==> src/rtl/fifo_rd_stream_adapter.sv <==
// Read-side adapter: turns the async FIFO read port (1-cycle latency) into a valid/ready stream.
// Optional STREAM_WORD_COUNT_EN adds the word_count delivered-word counter output.
module fifo_rd_stream_adapter #(
    parameter int width     = 8,
    parameter int cnt_width = 16
) (
    input  logic                 r_clk,
    input  logic                 rst,
    input  logic                 fifo_empty,
    input  logic [width-1:0]     fifo_data,
    output logic                 fifo_r_en,
    input  logic                 flush,
    output logic                 m_valid,
    input  logic                 m_ready,
    output logic [width-1:0]     m_data
`ifdef STREAM_WORD_COUNT_EN
    ,
    output logic [cnt_width-1:0] word_count
`endif
);

    typedef enum logic [1:0] {
        OCC_0 = 2'd0,
        OCC_1 = 2'd1,
        OCC_2 = 2'd2
    } occ_t;

    occ_t             occ, occ_next;
    logic             inflight;
    logic [width-1:0] head, head_next;
    logic [width-1:0] tail, tail_next;
    logic             pop;
    logic [1:0]       held;
    logic [2:0]       level;

    assign m_valid = (occ != OCC_0);
    assign m_data  = head;
    assign pop     = m_valid && m_ready;

    always_comb begin
        held = 2'd0;
        case (occ)
            OCC_1:   held = 2'd1;
            OCC_2:   held = 2'd2;
            default: held = 2'd0;
        endcase
    end

    // Credit: words held plus the one in flight, net of this cycle's pop, must leave room.
    assign level     = 3'(held) + 3'(inflight) - 3'(pop);
    assign fifo_r_en = !fifo_empty && !flush && !rst && (level < 3'd2);

    always_comb begin
        occ_next  = occ;
        head_next = head;
        tail_next = tail;
        if (flush) begin
            occ_next = OCC_0;
        end else begin
            case (occ)
                OCC_0: begin
                    if (inflight) begin
                        head_next = fifo_data;
                        occ_next  = OCC_1;
                    end
                end
                OCC_1: begin
                    if (inflight && pop) begin
                        head_next = fifo_data;
                    end else if (inflight) begin
                        tail_next = fifo_data;
                        occ_next  = OCC_2;
                    end else if (pop) begin
                        occ_next = OCC_0;
                    end
                end
                OCC_2: begin
                    if (pop) begin
                        head_next = tail;
                        occ_next  = OCC_1;
                        if (inflight) begin
                            tail_next = fifo_data;
                            occ_next  = OCC_2;
                        end
                    end
                end
                default: occ_next = OCC_0;
            endcase
        end
    end

    always_ff @(posedge r_clk) begin
        if (rst) begin
            occ      <= OCC_0;
            inflight <= 1'b0;
            head     <= '0;
            tail     <= '0;
        end else begin
            occ      <= occ_next;
            inflight <= fifo_r_en;
            head     <= head_next;
            tail     <= tail_next;
        end
    end

`ifdef STREAM_WORD_COUNT_EN
    always_ff @(posedge r_clk) begin
        if (rst) begin
            word_count <= '0;
        end else if (pop && !flush) begin
            word_count <= word_count + 1'b1;
        end
    end
`else
    localparam int unused_cnt_width = cnt_width;
`endif

    overflow_never: assert property (@(posedge r_clk) disable iff (rst || flush)
        !(inflight && (occ == OCC_2) && !pop));

endmodule

==> config.mk <==
export PLATFORM = sky130hd
export DESIGN_NAME = fifo_rd_stream_adapter
export DESIGN_NICKNAME = d
export VERILOG_FILES = /design/src/rtl/fifo_rd_stream_adapter.sv
export SDC_FILE = /design/constraint.sdc
export NUM_CORES = 1
export LEC_CHECK = 0
export ABC_CLOCK_PERIOD_IN_PS = 2600
export CORE_UTILIZATION = 40
export DETAILED_ROUTE_END_ITERATION = 8
export GPL_ROUTABILITY_DRIVEN = 0
export GPL_TIMING_DRIVEN = 0
export PLACE_DENSITY_LB_ADDON = 0.3
export SYNTH_ARGS = -nofsm -noshare
export SYNTH_HDL_FRONTEND = slang
export SYNTH_SLANG_ARGS = --single-unit
==> constraint.sdc <==
create_clock -name r_clk -period 2.6 [get_ports r_clk]
set_clock_uncertainty 0.05 [all_clocks]
set_input_delay 0.52 -clock r_clk [delete_from_list [all_inputs] [get_ports r_clk]]
set_output_delay 0.52 -clock r_clk [all_outputs]
set_load 0.02 [all_outputs]
---- After elaboration in Yosys (flattened, before gate mapping) ----
Index checks and enable logic that the tools add are counted.
Widths: inputs -> output; s select.
storage, ports and cells
  flip-flop bits (word level) ............. 19
  logic and storage cells ................. 47
cells by class
  equality and inequality tests ........... 7
  muxes and demuxes ....................... 16
  bitwise operators ....................... 1
  add/sub/neg operators ................... 2
  magnitude comparators ................... 1
  reduce and logical (&&, ||, !) cells .... 16
operators with widths
  operator            count
  $mux 8              6
  $pmux 8 s3          1
  $pmux 8 s2          1
  $mux 2              6
  $ne 2x2->1 const B  4
  $reduce_and 4->1    2
  $pmux 2 s3          1
  $logic_and 1x1->1   5
  $reduce_and 5->1    1
  $pmux 2 s2          1
  $reduce_bool 2->1   2
  $add 2x1->3         1
  $logic_not 1->1     3
  $lt 3x2->1 const B  1
  $ne 3x3->1 const B  1
  $reduce_bool 3->1   1
  $sub 3x1->3         1
  $eq 2x1->1 const B  1
  $eq 2x2->1 const B  1
  $logic_not 2->1     1
  $reduce_or 2->1     1
  $not 1->1           1

---- Longest topological paths before layout ----
  depth in word-level cells ............... 6
  gate-level depth with buffers ........... 8
  gate-level depth less buffers ........... 8

---- Worst setup path after synthesis ----
OpenSTA, ideal clock, no wires.
  path type ............................... register to output
  from .................................... register occ[0]
  to ...................................... output port fifo_r_en
  setup slack ............................. -0.498 ns
  buffers on the path ..................... 0
  stages on the path, launching flop included .. 9
  arrival ................................. 2.528 ns
  path through ............................ dfxtp_1 inv_1 ha_1 nand2b_2 nor2_1 o21ai_0 fa_1 xor2_1 nor4b_1
on the way
  cells in the longest elaborated chain, start to end .. 6
  elaborated cells between the ends (all ways) .. 9
ends and longest elaborated chain
  element                                          RTL line  RTL
  start, declared                                  28        occ_t occ, occ_next;
  start signal, assigned                           99        occ <= occ_next;
  $eq 2x2->1 / $eq 2x1->1 (equally long branches)  42        case (occ)
  $pmux 2 s2                                       42
  $add 2x1->3                                      50        assign level = 3'(held) + 3'(inflight) - 3'(pop);
  $sub 3x1->3 *                                    50
  $lt 3x2->1 *                                     51        assign fifo_r_en = !fifo_empty && !flush && !rst && (level < 3'd2);
  $logic_and 1x1->1 *                              51
  end, declared                                    11        output logic fifo_r_en,
Mark *: on every way between the ends. The rest lies on a longest branch, timed or not.

---- Final worst setup path ----
  from .................................... register occ[1]
  to ...................................... output port fifo_r_en
Same word-level chain as after synthesis.

==> impl_metrics.ini <==
[global_routing]
grt_pass1_wl_um = 3710
antenna_found_initial = 0
grt_use_met2_pct = 31.8
track_usage_pct = 18.8
grt_pass1_vias = 835
grt_max_degree = 12
grt_util_met3_pct = 4.39
grt_overflow = 0
busiest_layer = met2
grt_use_met1_pct = 23.0

[timing]
fin_crit_ns = 2.72
rsz0062_at_grt = yes
finalSetupViolations = 1
max_slew.worst_pin.slew_ns = 0.837
holdWs_ns = 0.457
fmax_ghz = 0.368
relSlewSlack_pct = 44.2
finalCritPeriodShare_pct = 105
fin_ws_ns = -0.121
final_max_slew_viol_count = 0
finalHoldViolations = 0

[floorplan]
die_h_um = 51.6
design.core.area_mm2 = 0.00228
die_width_um = 51.6
rows = 17
ios = 23
start_util_pct = 43.3
dieArea_mm2 = 0.00267

[setup_path]
setup.worst_path.end = fifo_r_en
r2r_end = m_data[4]
crit_fanout = 3
r2r-start = occ[1]
startpoint = occ[1]
crit_required_ns = 2.03
worst-r2r-cell-count = 7
cp.arrival_ns = 2.15
path_class = reg -> out
endpoint_kind = primary output
r2r_slack_ns = 0.36
start_kind = register

[clock_network]
clockBufferDepth = 2
cts_tree = built
clock_latency_ns = 0.30
clock_sinks = 19
postCtsHoldBufs = 0
clk_pin_slew_worst_paths_ns = 0.11
clock-root-buffer = clkbuf_4
cts_max_level = 1
cts-buffers-inserted = 3

[yosys]
ys_ff_latch = 19
ys_warn_count = 0
synth_fa_ha_area_share_pct = 7.11
syn_nets = 118
synth_area_um2 = 986
ys_seq_area_share_pct = 38.6
synth_compound_area_share_pct = 20.1
synth_mux_area_share_pct = 16.2
syn_inst = 100
avgSynthCellArea_um2 = 9.86
synthXorXnorAreaFrac_pct = 0.888
synth_simple_gate_area_share_pct = 13.1
synth_top_family_by_area = compound AO/OA/AOI/OAI gates
synthDistinctLibCells = 27

[pwr]
p_leak_nw = 0.470
ir_worst_vdd_mv = 0.385
power.density_mw_per_mm2 = 416
p_total_uw = 567

[layout]
n_antenna_cell = 0
drive_above_1_share_pct = 21.5
final_cell_mix = 19 x clkdlybuf4s50_1, 17 x dfxtp_1, 16 x mux2i_1
area_delta_synth_final_pct = 38.3
postLayoutCellArea_mm2 = 0.00136
fin_util_pct = 59.9
final_common_cell = clkdlybuf4s50_1
nets = 149
n_fill_cell = 200

[routing]
vias_per_cell = 5.39
wirelength_um = 2140
drc = 0
dr_total_vias = 851
dr.pass1.iters = 6
ant_nets = 0
drtIter0Drc = 7
avgRoutedWirePerCell_um = 13.6

[placement]
dpl_worst_slack_ns = -0.915
io_buffer_count = 21
dpl-instance-area_mm2 = 0.00126
hpwl_um = 1520

[job]
max_cap_viol_count = 0

[worst_hold_path]
hp-start = tail[4]
hold_class = reg -> reg

[run_status]
violations = negative setup slack
status = finished with violations
cells in the mapped netlist:
cell	n	area share, %
a21oi_1	12	6.1
and4b_4	1	1.4
nand2b_1	1	0.63
dfxtp_1	19	39
buf_1	1	0.38
or4_1	2	1.5
a2111oi_4	1	2.8
a21o_1	1	0.76
and2_0	1	0.63
inv_1	4	1.5
fa_1	1	2.0
nand2_1	1	0.38
a211oi_2	1	1.3
buf_2	2	1.0
ha_1	4	5.1
or2_2	1	0.63
nor4b_1	2	1.8
nand2b_2	1	0.89
nor2_1	10	3.8
o21ai_0	3	1.5
nand3b_1	1	0.76
a311oi_1	8	7.1
clkbuf_1	3	1.1
nor2b_1	1	0.63
mux2i_1	16	16
o21ai_1	1	0.51
xor2_1	1	0.89
registers in the layout, summed over array words and instances, names as in the netlist:
register and count:
inflight 1, m_data 8, occ 2, tail 8
layout make-up:
type / instances / area [µm²] / share of cell area (%)
timing repair buffer: 26 / 244 / 17.9
tap: 28 / 35.0 / 2.57
clock buffer: 3 / 22.5 / 1.65
sequential: 19 / 383 / 28.1
inverter: 4 / 17.5 / 1.28
buffer: 6 / 25.0 / 1.83
clock inverter: 1 / 5.00 / 0.367
multi-input combinational: 71 / 632 / 46.3
routing by layer:
layer	wire length, µm	share of wire, %
met1	1020	48
met2	1010	47
met3	81	3.8
met4	32	1.5
met5	0	0
per-stage QoR:
step | std cells | TNS, ns
final | 158 | -0.121
after global routing | 158 | -0.235
after CTS | 158 | -0.132
after detailed placement | 149 | -0.915
after global placement | 149 | -0.875
after floorplan | 100 | 0
power by group:
part | switching (mW) | internal [mW]
Sequential | 0.00683 | 0.301
Combinational | 0.0559 | 0.0545
Clock | 0.0914 | 0.0573
Total | 0.154 | 0.413
worst min-delay path by stage:
stage	endpoint	slack, ns	cells after the start
after floorplan	tail[0]	0.41	2
after global placement	tail[1]	0.42	2
after detailed placement	tail[3]	0.43	2
after CTS	tail[3]	0.46	2
after global routing	tail[2]	0.51	2
final	tail[4]	0.46	2
kinds of logic (layout without fill, tap and decap cells):
kind of cell	Yosys count	in the layout
and+or+nand+nor	22	22
buffers and inverters	10	40
DFF	19	19
xor gates and xnor gates	1	1
AOI/OAI and AO/OA	27	27
muxes	16	16
adders and majority gates	5	5
timing repair:
item / in CTS / in global routing
pin swaps: 3 / 0
buffers inserted: 5 / 0
resized for setup: 18 / 1
gates cloned: 0 / 0
setup endpoints to repair: 1 / 1
worst max-delay path, cell delays in order (launching register included):
cell and delay, ns:
dfxtp_2 0.37, inv_4 0.05, ha_4 0.15, nand2b_4 0.15, nor2_4 0.12, o21ai_2 0.08
fa_2 0.38, xor2_2 0.17, nor4b_4 0.22, buf_4 0.18
(Power assumes the default switching activity.)
